**src/rtl/reg_write_scheduler.sv**
```systemverilog
// Round-robin arbiter sharing one register-bank write port, with bounded burst lock.
// Optional sticky same-address detector enabled by defining WR_COLLISION_CHK_EN.
module reg_write_scheduler #(
    parameter int N        = 32,
    parameter int NREQ     = 4,
    parameter int AW       = 5,
    parameter int LOCK_MAX = 4
) (
    input  logic              clk,
    input  logic              reset,
    input  logic [NREQ-1:0]   req_valid,
    input  logic [NREQ-1:0]   req_lock,
    input  logic [NREQ*AW-1:0] req_addr,
    input  logic [NREQ*N-1:0] req_data,
    output logic [NREQ-1:0]   req_ready,
    output logic              wr_en,
    output logic [AW-1:0]     wr_addr,
    output logic [N-1:0]      wr_data,
    output logic              collision
);
    localparam int PW = (NREQ > 1) ? $clog2(NREQ) : 1;

    typedef enum logic {ARB, LOCKED} state_t;

    state_t          state, state_n;
    logic [PW-1:0]   ptr, ptr_n;
    logic [3:0]      lock_cnt, cnt_n;
    logic [NREQ-1:0] grant;
    logic            found;
    int              idx;
    logic            xfer;
    logic [AW-1:0]   sel_addr;
    logic [N-1:0]    sel_data;

    always_ff @(posedge clk or posedge reset) begin
        if (reset) begin
            state    <= ARB;
            ptr      <= PW'(NREQ - 1);
            lock_cnt <= '0;
        end else begin
            state    <= state_n;
            ptr      <= ptr_n;
            lock_cnt <= cnt_n;
        end
    end

    always_comb begin
        state_n = state;
        ptr_n   = ptr;
        cnt_n   = lock_cnt;
        grant   = '0;
        found   = 1'b0;
        idx     = 0;
        unique case (state)
            ARB: begin
                // search starts one past the last winner
                for (int i = 1; i <= NREQ; i++) begin
                    idx = (int'(ptr) + i) % NREQ;
                    if (!found && req_valid[idx]) begin
                        found      = 1'b1;
                        grant[idx] = 1'b1;
                        ptr_n      = PW'(idx);
                    end
                end
                if (found && req_lock[ptr_n] && (LOCK_MAX > 1)) begin
                    state_n = LOCKED;
                    cnt_n   = 4'd1;
                end
            end
            LOCKED: begin
                if (req_valid[ptr]) begin
                    grant[ptr] = 1'b1;
                    cnt_n      = lock_cnt + 4'd1;
                    if (!req_lock[ptr] || cnt_n >= 4'(LOCK_MAX)) begin
                        state_n = ARB;
                        cnt_n   = '0;
                    end
                end else begin
                    state_n = ARB;
                    cnt_n   = '0;
                end
            end
            default: state_n = ARB;
        endcase
    end

    assign req_ready = reset ? '0 : grant;
    assign xfer      = |grant;

    always_comb begin
        sel_addr = '0;
        sel_data = '0;
        for (int i = 0; i < NREQ; i++) begin
            if (grant[i]) begin
                sel_addr = req_addr[i*AW +: AW];
                sel_data = req_data[i*N +: N];
            end
        end
    end

    // register 0 is hardwired: accepted, but never written
    always_ff @(posedge clk or posedge reset) begin
        if (reset) begin
            wr_en   <= 1'b0;
            wr_addr <= '0;
            wr_data <= '0;
        end else begin
            wr_en <= xfer && (sel_addr != '0);
            if (xfer && (sel_addr != '0)) begin
                wr_addr <= sel_addr;
                wr_data <= sel_data;
            end
        end
    end

`ifdef WR_COLLISION_CHK_EN
    logic hit;

    always_comb begin
        hit = 1'b0;
        for (int i = 0; i < NREQ; i++) begin
            for (int j = i + 1; j < NREQ; j++) begin
                if (req_valid[i] && req_valid[j] &&
                    req_addr[i*AW +: AW] == req_addr[j*AW +: AW] &&
                    req_addr[i*AW +: AW] != '0)
                    hit = 1'b1;
            end
        end
    end

    always_ff @(posedge clk or posedge reset) begin
        if (reset) collision <= 1'b0;
        else       collision <= collision | hit;
    end
`else
    assign collision = 1'b0;
`endif

endmodule

```
**config.mk**
```make
export PLATFORM = sky130hd
export DESIGN_NAME = reg_write_scheduler
export DESIGN_NICKNAME = d
export VERILOG_FILES = /design/src/rtl/reg_write_scheduler.sv
export SDC_FILE = /design/constraint.sdc
export NUM_CORES = 1
export LEC_CHECK = 0
export CAP_MARGIN = 20
export CORE_ASPECT_RATIO = 2
export CORE_MARGIN = 3
export CORE_UTILIZATION = 39
export DETAILED_ROUTE_END_ITERATION = 10
export HOLD_SLACK_MARGIN = 0.1
export PLACE_DENSITY = 0.94
export SLEW_MARGIN = 25
export SYNTH_ARGS = -nofsm -noshare
export SYNTH_HDL_FRONTEND = slang
export SYNTH_SLANG_ARGS = --single-unit
```
**constraint.sdc**
```tcl
create_clock -name clk -period 5.4 [get_ports clk]
set_input_delay 1.08 -clock clk [delete_from_list [all_inputs] [get_ports clk]]
set_output_delay 1.08 -clock clk [all_outputs]
set_load 0.01 [all_outputs]
```
=== Word level (Yosys, flattened, before mapping) ===
Cells that the tools add are included.

* Memories kept: 0
* Logic and storage cells: 120
* Output and inout bits: 43
* Input port bits: 158
* Memory bits (writable): 0
* Flip-flop bits (word level): 45
* Latch bits: 0
* Bits in read-only memories: 0

* Div/mod/pow operators: 0
* Magnitude comparators: 12
* Multiply operators: 0
* Shift operators: 0
* Add/sub/neg operators: 5
* Bitwise gates (word level): 8
* Reduce and logical (&&, ||, !) cells: 21
* Equal/unequal tests: 1
* Muxes and demuxes: 67

{| class="wikitable"
|+ Operators with widths
! operator !! number
|-
| 32-bit 2-to-1 mux || 4
|-
| 4-bit 2-to-1 mux || 12
|-
| 1-bit 2-to-1 mux || 27
|-
| 5-bit 2-to-1 mux || 4
|-
| 3-bit by 4-bit less-than comparator with 1-bit output (second input constant) || 4
|-
| 4-bit one-hot mux with 2 select lines || 2
|-
| 1-bit binary-select mux with 2-bit select || 7
|-
| 3-bit by 1-bit >= comparator with 1-bit output (second input constant) || 4
|-
| 4-bit bitwise OR || 3
|-
| 1-bit demux with 2-bit select || 5
|-
| 1-bit logical AND || 10
|-
| 2-bit 2-to-1 mux || 5
|-
| 2-bit OR reduction || 4
|-
| 2-bit by 3-bit less-than comparator with 1-bit output (second input constant) || 2
|-
| 5-bit nonzero test || 1
|-
| 2-bit by 1-bit adder with 2-bit output (second input constant) || 2
|-
| 2-bit adder (second input constant) || 2
|-
| 4-bit by 1-bit adder with 4-bit output (second input constant) || 1
|-
| 1-bit bitwise AND (first input constant) || 4
|-
| 4-bit by 3-bit >= comparator with 1-bit output (second input constant) || 1
|-
| 1-bit logical NOT || 4
|-
| 4-bit OR reduction || 1
|-
| 2-bit by 1-bit >= comparator with 1-bit output (second input constant) || 1
|-
| 2-bit inequality test (second input constant) || 1
|-
| 3 further kinds || 3
|}

=== Depth between registers and ports, before layout ===
* Depth after elaboration: 26
* Depth in mapped cells: 16

=== Worst setup path before layout ===
OpenSTA, ideal clock, no wires.

* Kind: reg-to-output
* From: register ptr[0]
* To: output req_ready[3]
* Required time: 4.320 ns
* Arrival: 3.273 ns
* Cell stages (with the launch flop): 12
* Path slack: 1.047 ns
* Path buffers: 5
* Path through: dfstp_2 -> buf_6 -> clkbuf_1 -> inv_1 -> ha_1 -> mux4_2 -> buf_2 -> nor2b_1 -> o32ai_1 -> clkbuf_1 -> clkbuf_1 -> and2_1

* Word-level cells in the longest chain between the ends: 19

{| class="wikitable"
|+ Ends and longest elaborated chain
! what !! line !! RTL
|-
| start: declaration || 26 || <nowiki>logic [PW-1:0] ptr, ptr_n;</nowiki>
|-
| start signal: assignment || 38 || <nowiki>ptr <= PW'(NREQ - 1);</nowiki>
|-
| start signal: assignment || 42 || <nowiki>ptr <= ptr_n;</nowiki>
|-
| 2-bit by 1-bit adder with 2-bit output || 58 || <nowiki>idx = (int'(ptr) + i) % NREQ;</nowiki>
|-
| 2-bit OR reduction (no source line) / 1-bit binary-select mux with 2-bit select (equally long branches) || - ||
|-
| 1-bit bitwise AND (no source line) / 1-bit 2-to-1 mux (equally long branches) || - ||
|-
| 3-bit by 4-bit less-than comparator with 1-bit output (implied by the code), or another cell as far along || 61 || <nowiki>grant[idx] = 1'b1;</nowiki>
|-
| 1-bit logical AND (implied by the code) / 1-bit 2-to-1 mux (equally long branches) || 61, 59 ||
|-
| 1-bit 2-to-1 mux, on equally long branches || 61, 54 ||
|-
| 1-bit demux with 2-bit select / 1-bit logical NOT (equally long branches) || 61, 59 ||
|-
| 4-bit 2-to-1 mux / 1-bit logical AND (equally long branches) || 59 || <nowiki>if (!found && req_valid[idx]) begin</nowiki>
|-
| [3 not listed] || - ||
|-
| 4-bit 2-to-1 mux / 1-bit logical AND (equally long branches) || 54, 59 ||
|-
| 4-bit bitwise OR (no source line) / 1-bit 2-to-1 mux (equally long branches) || - ||
|-
| 4-bit 2-to-1 mux / 1-bit 2-to-1 mux (equally long branches) || 59, 54 ||
|-
| 4-bit 2-to-1 mux / 1-bit logical NOT (equally long branches) || 54, 59 ||
|-
| 4-bit bitwise OR (no source line) / 1-bit logical AND (equally long branches) || - ||
|-
| 4-bit 2-to-1 mux || 59 ||
|-
| 4-bit one-hot mux with 2 select lines (*) || 54 || <nowiki>unique case (state)</nowiki>
|-
| 4-bit 2-to-1 mux (*) || 87 || <nowiki>assign req_ready = reset ? '0 : grant;</nowiki>
|-
| end: declaration || 15 || <nowiki>output logic [NREQ-1:0] req_ready,</nowiki>
|}

Mark *: on every way between the ends. The rest lies on a longest branch, timed or not. The select of a mux whose other input is x is not followed.

=== Worst setup path in the final report ===
* From: input req_valid[1]
* To: register wr_data[26]

* Word-level cells in the longest chain between the ends: 23

{| class="wikitable"
|+ Ends and longest elaborated chain
! what !! line !! RTL
|-
| start: declaration || 11 || <nowiki>input logic [NREQ-1:0] req_valid,</nowiki>
|-
| 1-bit binary-select mux with 2-bit select || 59 ||
|-
| 1-bit 2-to-1 mux (implied by the code) (2 in a row) || 59 ||
|-
| 1-bit 2-to-1 mux || 59 ||
|-
| 1-bit 2-to-1 mux || 54 ||
|-
| 1-bit logical NOT || 59 ||
|-
| 1-bit logical AND || 59 ||
|-
| 1-bit 2-to-1 mux || 59 ||
|-
| 1-bit 2-to-1 mux || 54 ||
|-
| [3 not listed] || - ||
|-
| 1-bit 2-to-1 mux || 54 ||
|-
| 1-bit logical NOT || 59 ||
|-
| 1-bit logical AND || 59 ||
|-
| 4-bit 2-to-1 mux || 59 ||
|-
| 4-bit one-hot mux with 2 select lines (*) || 54 ||
|-
| 5-bit 2-to-1 mux (4 in a row) || 94 || <nowiki>if (grant[i]) begin</nowiki>
|-
| 5-bit nonzero test || 109 || <nowiki>if (xfer && (sel_addr != '0)) begin</nowiki>
|-
| 1-bit logical AND || 109 ||
|-
| end signal: assignment || 111 || <nowiki>wr_data <= sel_data;</nowiki>
|-
| end: declaration || 18 || <nowiki>output logic [N-1:0] wr_data,</nowiki>
|}

Marked as above.
A chain may end at the register's enable or synchronous reset.

==> flow_summary.ini <==
[worst_setup_path]
cp-start-kind = input port
end_kind = flop
worstSetupPathType = in -> reg
worstPathArrival_ns = 4.97
crit_fanout = 36
cp.required_ns = 5.57

[route]
ant_nets = 0
post_drt_wl_per_cell_um = 20.6
drcViolationCount = 0
dr.pass1.iters = 5
wl_um = 13500
post_drt_via_cell_ratio = 5.85
dr_total_vias = 3829
first_iter_violations = 281

[clock_network]
ctsResizeCount = 0
root_buffer = clkbuf_16
cts_tree = yes
cts_max_level = 2
clk_latency_ns = 0.29
clockBufferDepth = 2
cts.sinks = 45
path_clk_slew_ns = 0.06
cts_setup_buffers = 0
ctsHoldBuffers = 0
cts_made_buffers = 5

[synth]
synth_top_area_share_pct = 31.1
ys.flop_type = dfrtp_1
synthDistinctLibCells = 55
syn_inst = 367
ys_warn_count = 0
ys_async_sr_fraction_pct = 100
synth_edf_count = 0
syn_area_um2 = 3460
avgSynthCellArea_um2 = 9.42
synth_nets = 534
ys_seq_elements = 45
ys_seq_area_share_pct = 32.6
yosysTopAreaCell = dfrtp_1
synthTopCellsByArea = dfrtp_1, mux2_4, o21ai_0

[sta]
skew_ns = 0.00507
layout_setup_ws_ns = 0.595
fmax_ghz = 0.208
rsz0062_at_grt = false
slew_headroom_pct = 57.0
hold_slack_ns = 0.506
hold_viol = 0
fin_crit_sh_pct = 89.0
timing.final.crit_period_ns = 4.81
setup_viol = 0
slew_violations = 0
worstMarginPinSlew_ns = 0.644
tns_ns = 0

[die]
start_util_pct = 40.0
die_area_um2 = 10100
core-area_um2 = 8650
die_y_um = 139
num_rows = 48
die_w_um = 72.6
pin_count = 201

[power_and_ir_drop]
leakagePower_nw = 2.33
peakVddDrop_mv = 0.424
power_density_nw_per_um2 = 853
finalPower_w = 0.00484

[finish]
antenna-diode-count = 0
final_layout_size_suffix_gt1_share_pct = 12.5
fill_cells = 667
area_growth_pct = 63.9
nets = 720

[global_routing]
grt_pass1_vias = 3983
antenna_found_initial = 0
grtUsageTotal_pct = 26.2
grt_first_pass_wirelength_um = 20400
grt_max_degree = 65
grt.overflow.total = 0

[place]
gp_congestion = 0.926
post-place-ws_ns = 0.347
hpwl_um = 10600
port_buffers = 199

[min_path]
hp-class = reg -> reg

[run_status]
status = finished, final reports clean

[run]
maxCapViolCount = 0
layer usage:
metal	part of all wire (%)	vias to the layer above	track usage (%)
met3	8.4	47	6.02
li1	-	1750	-
met5	0	-	0
met2	51	228	46.2
met1	35	1804	27.6
met4	5.2	0	14.2
placed cells by master, fill, tap and decap left out, types with 2 or more instances in the layout:
master and n:
clkdlybuf4s50_1 199, o21ai_0 74, nand2_1 47, dfrtp_1 43, a221o_1 33, mux2_4 26
inv_1 13, nor2_1 12, buf_4 11, ha_1 9, mux2_2 8, a21oi_1 5
clkbuf_16 5, mux4_2 4, a221oi_1 4, o31a_1 4, nand3_1 3, and2_1 3
o211ai_1 3, a311oi_1 3, nor2b_1 2, o32ai_4 2, a21o_1 2, nor3b_1 2
a21boi_0 2, a31oi_1 2, xnor2_1 2, nor3_1 2, clkbuf_8 2, dfstp_2 2
cell families after synthesis:
kind of cell	after synthesis	share of synthesized area, %
other	1	0.108
AOI/OAI and AO/OA	145	29.3
buffers and inverters	46	6.80
and+or+nand+nor	80	10.6
xor gates and xnor gates	2	0.507
adders and majority gates	9	3.26
DFF	45	32.6
muxes	39	16.8
critical path, stage by stage:
cell and delay [ns]:
clkdlybuf4s50_1 0.53, mux4_2 0.68, nor3b_1 0.45, o32a_1 0.30, o21a_1 0.26, buf_4 0.23
a221oi_1 0.09, o31a_1 0.32, and4_4 0.17, inv_4 0.41, mux2_2 0.41
synthesized netlist by cell type, types with 2 or more instances:
master and instances:
a21boi_0 2, a21o_1 2, a21oi_1 5, a221o_1 33, a221oi_1 4, a311oi_1 3
a31oi_1 2, and2_1 3, buf_2 3, buf_6 7, clkbuf_1 19, dfrtp_1 43
dfstp_2 2, ha_1 9, inv_1 14, mux2_2 8, mux2_4 26, mux4_2 4
nand2_1 47, nand3_1 3, nor2_1 12, nor2b_1 2, nor3_1 2, nor3b_1 2
o211ai_1 3, o21ai_0 74, o31a_1 4, xnor2_1 2
report_power, final:
part | internal, W | switching [W] | leakage (nW)
Combinational | 0.00197 | 0.00185 | 1.70
Sequential | 0.000558 | 0.000138 | 0.550
Clock | 0.000196 | 0.000126 | 0.0799
path summary, 6_finish.rpt:
check	start	endpoint	slack, ns	cells past startpoint
setup / recovery	req_valid[1]	wr_data[26]	0.59	11
hold / removal	wr_data[25]	wr_data[25]	0.51	1
setup reg to reg	ptr[0]	wr_data[26]	0.63	12
hold reg to reg	wr_data[25]	wr_data[25]	0.51	1
max in group asynchronous	reset	ptr[1]	3.62	3
min in group asynchronous	reset	wr_data[31]	1.39	3
cell type report:
cell class	instances	area (um2)	area share, %
flip-flops and latches	45	1130	19.9
repair buffers	210	2070	36.6
clock inverters	1	5.00	0.0883
well taps	100	125	2.21
multi-input cells	276	2120	37.5
inverters	15	58.8	1.04
clock buffers	7	153	2.69
stage by stage:
step | util (%) | instance area [um2] | cells
6_report | 65.6 | 5670 | 654
3_5_place_dp | 63.7 | 5510 | 646
5_1_grt | 65.6 | 5670 | 654
4_1_cts | 65.6 | 5670 | 654
2_1_floorplan | - | 3460 | 367
3_3_place_gp | 63.7 | 5510 | 646
state kept, by name, summed over array words and instances, names as in the netlist:
register	cells
wr_data	32
wr_en	1
state	1
wr_addr	5
lock_cnt	4
ptr	2
Power figures use the tool's default switching activity.
